==> src/rtl/peripheral_bus_device_pkg.sv <==
// rtl/peripheral_bus_device_pkg.sv - shared register map, TCON bit indices and widths
// Purpose: constants shared by the bus device top and its timer sub-module.
package peripheral_bus_device_pkg;

  localparam int DATA_W = 32;
  localparam int TCON_W = 3;
  localparam int LED_W  = 8;
  localparam int DIGI_W = 12;

  // Word offsets from BASE_ADDR (only the low five bits are decoded past the span check)
  localparam logic [4:0] OFF_TH      = 5'h00;
  localparam logic [4:0] OFF_TL      = 5'h04;
  localparam logic [4:0] OFF_TCON    = 5'h08;
  localparam logic [4:0] OFF_LED     = 5'h0C;
  localparam logic [4:0] OFF_DIGI    = 5'h10;
  localparam logic [4:0] OFF_SYSTICK = 5'h14;
  localparam logic [DATA_W-1:0] REG_SPAN = 32'h18;

  // TCON bit indices
  localparam int TCON_EN = 0;
  localparam int TCON_IE = 1;
  localparam int TCON_IS = 2;

endpackage

==> src/rtl/peripheral_bus_device_if.sv <==
// rtl/peripheral_bus_device_if.sv - CPU memory bus bundle between CPU and device
// Purpose: groups the CPU-side strobes, address/data and device response.
// Ports: master = CPU side (drives strobes), slave = device side (drives read data/hit).
interface peripheral_bus_device_if;
  logic        MemRead;
  logic        MemWrite;
  logic [31:0] MemBus_Address;
  logic [31:0] MemBus_Write_Data;
  logic [31:0] Device_Read_Data;
  logic        Device_Hit;

  modport master (
    output MemRead, MemWrite, MemBus_Address, MemBus_Write_Data,
    input  Device_Read_Data, Device_Hit
  );

  modport slave (
    input  MemRead, MemWrite, MemBus_Address, MemBus_Write_Data,
    output Device_Read_Data, Device_Hit
  );
endinterface

==> src/rtl/peripheral_bus_device_timer.sv <==
// rtl/peripheral_bus_device_timer.sv - TH/TL/TCON reload timer with interrupt status
// Purpose: TL counts up while EN, reloads from TH on all-ones and latches IS when IE.
// Ports: clk, reset (sync active-low), wr_th/wr_tl/wr_tcon write enables,
//        wdata write data, th/tl/tcon register values.
module peripheral_timer
  import peripheral_bus_device_pkg::*;
(
  input  logic              clk,
  input  logic              reset,
  input  logic              wr_th,
  input  logic              wr_tl,
  input  logic              wr_tcon,
  input  logic [DATA_W-1:0] wdata,
  output logic [DATA_W-1:0] th,
  output logic [DATA_W-1:0] tl,
  output logic [TCON_W-1:0] tcon
);

  // Wrap is judged on pre-edge TL/EN, so it still raises IS even if TL is
  // overwritten by the bus in the same cycle.
  logic wrap;
  assign wrap = tcon[TCON_EN] && (tl == {DATA_W{1'b1}});

  always_ff @(posedge clk) begin
    if (!reset) begin
      th   <= '0;
      tl   <= '0;
      tcon <= '0;
    end else begin
      if (wr_th) th <= wdata;

      if (wr_tl)                tl <= wdata;
      else if (wrap)            tl <= th;
      else if (tcon[TCON_EN])   tl <= tl + 32'd1;

      if (wr_tcon) tcon <= wdata[TCON_W-1:0];
      // Placed after the bus write so a same-cycle clear cannot lose the interrupt
      if (wrap && tcon[TCON_IE]) tcon[TCON_IS] <= 1'b1;
    end
  end

endmodule

==> src/rtl/peripheral_bus_device.sv <==
// rtl/peripheral_bus_device.sv - memory-mapped timer, LED, digit and systick device
// Purpose: decodes six word registers at BASE_ADDR, zero-latency reads, clocked writes.
// Ports: clk, reset (sync active-low), bus (CPU bus, slave side),
//        irq (TCON.IS), leds (LED[7:0]), digits (DIGI[11:0]).
module peripheral_bus_device
  import peripheral_bus_device_pkg::*;
#(
  parameter logic [31:0] BASE_ADDR = 32'h4000_0000
) (
  input  logic                         clk,
  input  logic                         reset,
  peripheral_bus_device_if.slave       bus,
  output logic                         irq,
  output logic [LED_W-1:0]             leds,
  output logic [DIGI_W-1:0]            digits
);

  logic [DATA_W-1:0] offset;
  logic [4:0]        reg_off;
  logic              hit;
  logic              wr;
  logic [DATA_W-1:0] th, tl;
  logic [TCON_W-1:0] tcon;
  logic [LED_W-1:0]  led_q;
  logic [DIGI_W-1:0] digi_q;
  logic [DATA_W-1:0] systick;
  logic [DATA_W-1:0] rdata;

  // Addresses below BASE_ADDR wrap to huge offsets and fail the span check
  assign offset  = bus.MemBus_Address - BASE_ADDR;
  assign reg_off = offset[4:0];
  assign hit     = (offset < REG_SPAN) && (bus.MemBus_Address[1:0] == 2'b00);
  assign wr      = bus.MemWrite && hit;

  peripheral_timer u_timer (
    .clk     (clk),
    .reset   (reset),
    .wr_th   (wr && (reg_off == OFF_TH)),
    .wr_tl   (wr && (reg_off == OFF_TL)),
    .wr_tcon (wr && (reg_off == OFF_TCON)),
    .wdata   (bus.MemBus_Write_Data),
    .th      (th),
    .tl      (tl),
    .tcon    (tcon)
  );

  always_ff @(posedge clk) begin
    if (!reset) begin
      led_q   <= '0;
      digi_q  <= '0;
      systick <= '0;
    end else begin
      systick <= systick + 32'd1;
      if (wr && (reg_off == OFF_LED))  led_q  <= bus.MemBus_Write_Data[LED_W-1:0];
      if (wr && (reg_off == OFF_DIGI)) digi_q <= bus.MemBus_Write_Data[DIGI_W-1:0];
    end
  end

  always_comb begin
    rdata = '0;
    if (bus.MemRead && hit) begin
      case (reg_off)
        OFF_TH:      rdata = th;
        OFF_TL:      rdata = tl;
        OFF_TCON:    rdata = {{(DATA_W-TCON_W){1'b0}}, tcon};
        OFF_LED:     rdata = {{(DATA_W-LED_W){1'b0}}, led_q};
        OFF_DIGI:    rdata = {{(DATA_W-DIGI_W){1'b0}}, digi_q};
        OFF_SYSTICK: rdata = systick;
        default:     rdata = '0;
      endcase
    end
  end

  assign bus.Device_Read_Data = rdata;
  assign bus.Device_Hit       = hit;
  assign irq                  = tcon[TCON_IS];
  assign leds                 = led_q;
  assign digits               = digi_q;

endmodule

==> src/flat_wrapper.sv <==
// flat-port wrapper written by rule: the top's interface ports become plain ports
module peripheral_bus_device_flat import peripheral_bus_device_pkg::*;
#(
  parameter logic [31:0] BASE_ADDR = 32'h4000_0000
)
  (clk, reset, irq, leds, digits, bus_MemRead, bus_MemWrite, bus_MemBus_Address, bus_MemBus_Write_Data, bus_Device_Read_Data, bus_Device_Hit);
  peripheral_bus_device_if bus_i ();
  input  logic clk;
  input  logic reset;
  output logic irq;
  output logic [LED_W-1:0] leds;
  output logic [DIGI_W-1:0] digits;
  input wire logic [$bits(bus_i.MemRead)-1:0] bus_MemRead;
  input wire logic [$bits(bus_i.MemWrite)-1:0] bus_MemWrite;
  input wire logic [$bits(bus_i.MemBus_Address)-1:0] bus_MemBus_Address;
  input wire logic [$bits(bus_i.MemBus_Write_Data)-1:0] bus_MemBus_Write_Data;
  output wire logic [$bits(bus_i.Device_Read_Data)-1:0] bus_Device_Read_Data;
  output wire logic [$bits(bus_i.Device_Hit)-1:0] bus_Device_Hit;
  assign bus_i.MemRead = bus_MemRead;
  assign bus_i.MemWrite = bus_MemWrite;
  assign bus_i.MemBus_Address = bus_MemBus_Address;
  assign bus_i.MemBus_Write_Data = bus_MemBus_Write_Data;
  assign bus_Device_Read_Data = bus_i.Device_Read_Data;
  assign bus_Device_Hit = bus_i.Device_Hit;
  peripheral_bus_device #(.BASE_ADDR(BASE_ADDR)) u_core (.clk(clk), .reset(reset), .bus(bus_i), .irq(irq), .leds(leds), .digits(digits));
endmodule
==> config.mk <==
export PLATFORM = sky130hd
export DESIGN_NAME = peripheral_bus_device_flat
export DESIGN_NICKNAME = d
export VERILOG_FILES = /design/src/rtl/peripheral_bus_device_pkg.sv /design/src/rtl/peripheral_bus_device_if.sv /design/src/rtl/peripheral_bus_device_timer.sv /design/src/rtl/peripheral_bus_device.sv /design/src/flat_wrapper.sv
export SDC_FILE = /design/constraint.sdc
export NUM_CORES = 1
export LEC_CHECK = 0
export CAP_MARGIN = 20
export CORE_ASPECT_RATIO = 2
export CORE_MARGIN = 1
export CORE_UTILIZATION = 35
export CTS_CLUSTER_SIZE = 40
export DETAILED_ROUTE_END_ITERATION = 10
export GPL_ROUTABILITY_DRIVEN = 0
export GPL_TIMING_DRIVEN = 1
export HOLD_SLACK_MARGIN = 0.02
export PLACE_DENSITY = 0.59
export SKIP_LAST_GASP = 1
export SYNTH_ARGS = -nofsm -noshare
export SYNTH_HDL_FRONTEND = slang
export SYNTH_SLANG_ARGS = --single-unit
==> constraint.sdc <==
create_clock -name clk -period 3.2 [get_ports clk]
set_input_delay 0.64 -clock clk [delete_from_list [all_inputs] [get_ports clk]]
set_output_delay 0.64 -clock clk [all_outputs]
set_load 0.005 [all_outputs]
==> results.json <==
{
  "outcome": "complete, but fails checks",
  "violations": "negative setup slack",
  "synth_ff_type": "dfxtp_1",
  "ys_ff_latch": 119,
  "slew_viol_final": 0,
  "peakVddDrop_v": 0.000289,
  "crit_start": "bus_MemBus_Address[21]",
  "regArea_sq_mm": 0.00238,
  "grt_pass1_wl_um": 36300,
  "p_leak_nw": 3.38,
  "p_per_area_mw_per_mm2": 403,
  "core_area_sq_mm": 0.0183,
  "cts_inserted_buffers": 17,
  "yosys-top-cells-area": "dfxtp_1 36%, mux2i_1 8.9%, nor2_1 8.3%, a21oi_1 5.1%, xor2_1 3.7%",
  "root_buffer": "clkbuf_16",
  "startpoint_type": "primary input",
  "fp-row-count": 70,
  "path_cells": "clkdlybuf4s50_1, nor4_2, nand4_1, buf_6, nor2_4, nand2_4, buf_12, a211oi_2, clkdlybuf4s50_1",
  "grt_antenna_before_repair": 0,
  "reg2reg_from": "u_core.u_timer.tl[0]",
  "yosysMostFrequentCell": "nor2_1",
  "antenna_cells": 0,
  "finClkSkew_ns": 0.0116,
  "syn_nets": 884,
  "period_minus_slack_ns": 3.32,
  "path_max_fanout": 12,
  "final_layout_size_suffix_gt1_frac": 0.150,
  "synth_common_cells": "144 x nor2_1, 119 x dfxtp_1, 67 x a21oi_1",
  "endpoint_kind": "output port",
  "wire_per_inst_um": 20.0,
  "synthCells": 814,
  "max_freq_ghz": 0.301,
  "die_h_um": 195,
  "cpMaxStageDelayCell": "clkdlybuf4s50_1",
  "setup-tns-final_ns": -0.168,
  "multi_input_area_sq_mm": 0.00399,
  "min_from": "u_core.systick[31]",
  "placed_cell_area_sq_mm": 0.00824,
  "netlist_area_sq_mm": 0.00655,
  "synth.distinct_cells": 53,
  "fill_cells": 1734,
  "synth_largest_area_cell": "dfxtp_1",
  "routed_wl_um": 23600,
  "ant_nets": 0,
  "tightestPinTransition_ns": 0.583,
  "dp_hpwl_um": 16800,
  "drtIter0Drc": 367,
  "setup_viol": 2,
  "hold_viol": 0,
  "synth_edf_count": 0,
  "initial_utilization": 0.358,
  "synth-seq-area-share": 0.364,
  "drv_cap": 0,
  "rsz0062_at_grt": "yes",
  "fp.dieArea_sq_mm": 0.0193,
  "yosysWarnings": 0,
  "vias": 6790,
  "area_growth_pct": 39.6,
  "dr.pass1.iters": 6,
  "cts_tree": "built",
  "yosys.area.top_type_share": 0.364,
  "portBuffers": 121,
  "io-pin-count": 122,
  "final_nets": 1021,
  "syn_avg_cell_area_sq_um": 8.05,
  "relSlewSlack": 0.608,
  "die_x_um": 98.7,
  "fin_area_sq_mm": 0.00914,
  "clockBufferDepth": 2,
  "hold_class": "register to register",
  "clk_latency_ns": 0.43,
  "grt_max_degree": 46,
  "cp_data_required_time_ns": 2.56,
  "grt_pass1_vias": 6659,
  "grt.overflow.total": 0,
  "critical_path_arrival_ns": 2.68,
  "cpMostUsedCell": "clkdlybuf4s50_1",
  "max_stage_delay_ns": 0.53,
  "drc": 0,
  "cts.sinks": 119,
  "critical_path_class": "primary input to output port",
  "avgViaCountPerCell": 5.75,
  "grtUsageTotal": 0.250,
  "path_clk_slew_ns": 0.06,
  "synthArstFlopShare": 0,
  "finalCritPeriodShare": 1.04,
  "layout_setup_ws_ns": -0.121,
  "cts_htree_levels": 4
}
[sequential cells by signal (all words and copies together) (netlist names)]
register,flops
u_core.digits,12
u_core.systick,32
u_core.u_timer.tl,32
u_core.u_timer.th,32
u_core.leds,8
u_core.u_timer.tcon,3
[cells by family (layout without fill, tap and decap cells)]
family                   Yosys count  in the layout  share of synthesized area
AND/OR/NAND/NOR                  322            322                      0.239
AO/OA/AOI/OAI                    190            190                      0.187
flip-flops                       119            119                      0.364
buffers and inverters             71            221                     0.0449
multiplexers                      68             68                      0.106
XOR/XNOR                          42             42                     0.0562
adder cells (fa/ha/maj)            2              2                    0.00382
[path summary, 6_finish.rpt]
check	to	slack, ns	cells past startpoint
max	bus_Device_Read_Data[9]	-0.12	9
min	u_core.systick[31]	0.50	2
max reg2reg	u_core.u_timer.tl[15]	0.51	6
min reg2reg	u_core.systick[31]	0.50	2
[metrics by stage]
step                      setup WS (ns)  total power [mW]  hold WS, ns  utilization  std cells
after global routing             -0.257              3.79        0.519        0.499       1180
final                            -0.121              3.69        0.502        0.499       1180
after detailed placement         -0.506              1.72        0.489        0.450       1137
after floorplan                   0.620              1.58        0.448            -        814
after global placement           -0.456              1.72        0.477        0.450       1137
after CTS                        -0.199              3.70        0.502        0.493       1177
[placed cells by master (no fill, tap or decap), drive strengths merged, types with 5 or more instances in the layout]
cell type	synthesis	routed
or3	8	8
mux2i	58	58
a211o	5	5
buf	15	62
and4	11	11
clkinv	1	5
and3	15	15
a22oi	26	26
nand4	19	19
nand3	36	36
o21ai	37	37
dfxtp	119	119
inv	7	10
clkdlybuf4s50	0	86
mux2	10	10
nor4	10	10
nand2	51	51
clkinvlp	0	5
nor2	144	144
a22o	7	7
a222oi	6	6
xor2	28	28
clkbuf	48	20
dlymetal6s2s	0	16
dlygate4sd2	0	10
and2	10	10
o211ai	14	14
nor3	6	6
xnor2	14	14
a21oi	70	70
[worst max-delay path, delay by kind of cell]
| kind | cells | cell delay (ns) |
|---|---|---|
| AOI/OAI and AO/OA | 1 | 0.15 |
| and+or+nand+nor | 4 | 0.60 |
| buffers and inverters | 4 | 1.25 |
[metal layers]
metal  wire [um]  vias up  part of all wire  global-route usage
li1            -     3217                 -                   -
met1        8330     3236              0.35               0.248
met2       12900      269              0.55               0.471
met3        1020       68             0.043              0.0397
met4        1370        0             0.058               0.163
met5           0        -                 0                   0
[cell type report]
cell class,count,share of cell area
repair buffers,181,0.204
flip-flops and latches,119,0.261
well taps,216,0.0296
clock inverters,15,0.0194
inverters,8,0.00328
clock buffers,17,0.0465
multi-input cells,624,0.436
[report_power, final]
group / internal, mW / leakage [nW] / total (mW) / switching, mW
clock network: 1.22 / 0.282 / 1.99 / 0.762
logic: 0.111 / 2.14 / 0.213 / 0.101
registers: 1.48 / 0.959 / 1.49 / 0.00402
[what timing repair did]
item,CTS,global route
cloned,2,1
hold buffers,0,0
pin swaps,11,6
setup endpoints to repair,33,26
resized for setup,44,42
buffers inserted,6,3
No activity file was read; power rests on OpenSTA's default activity.
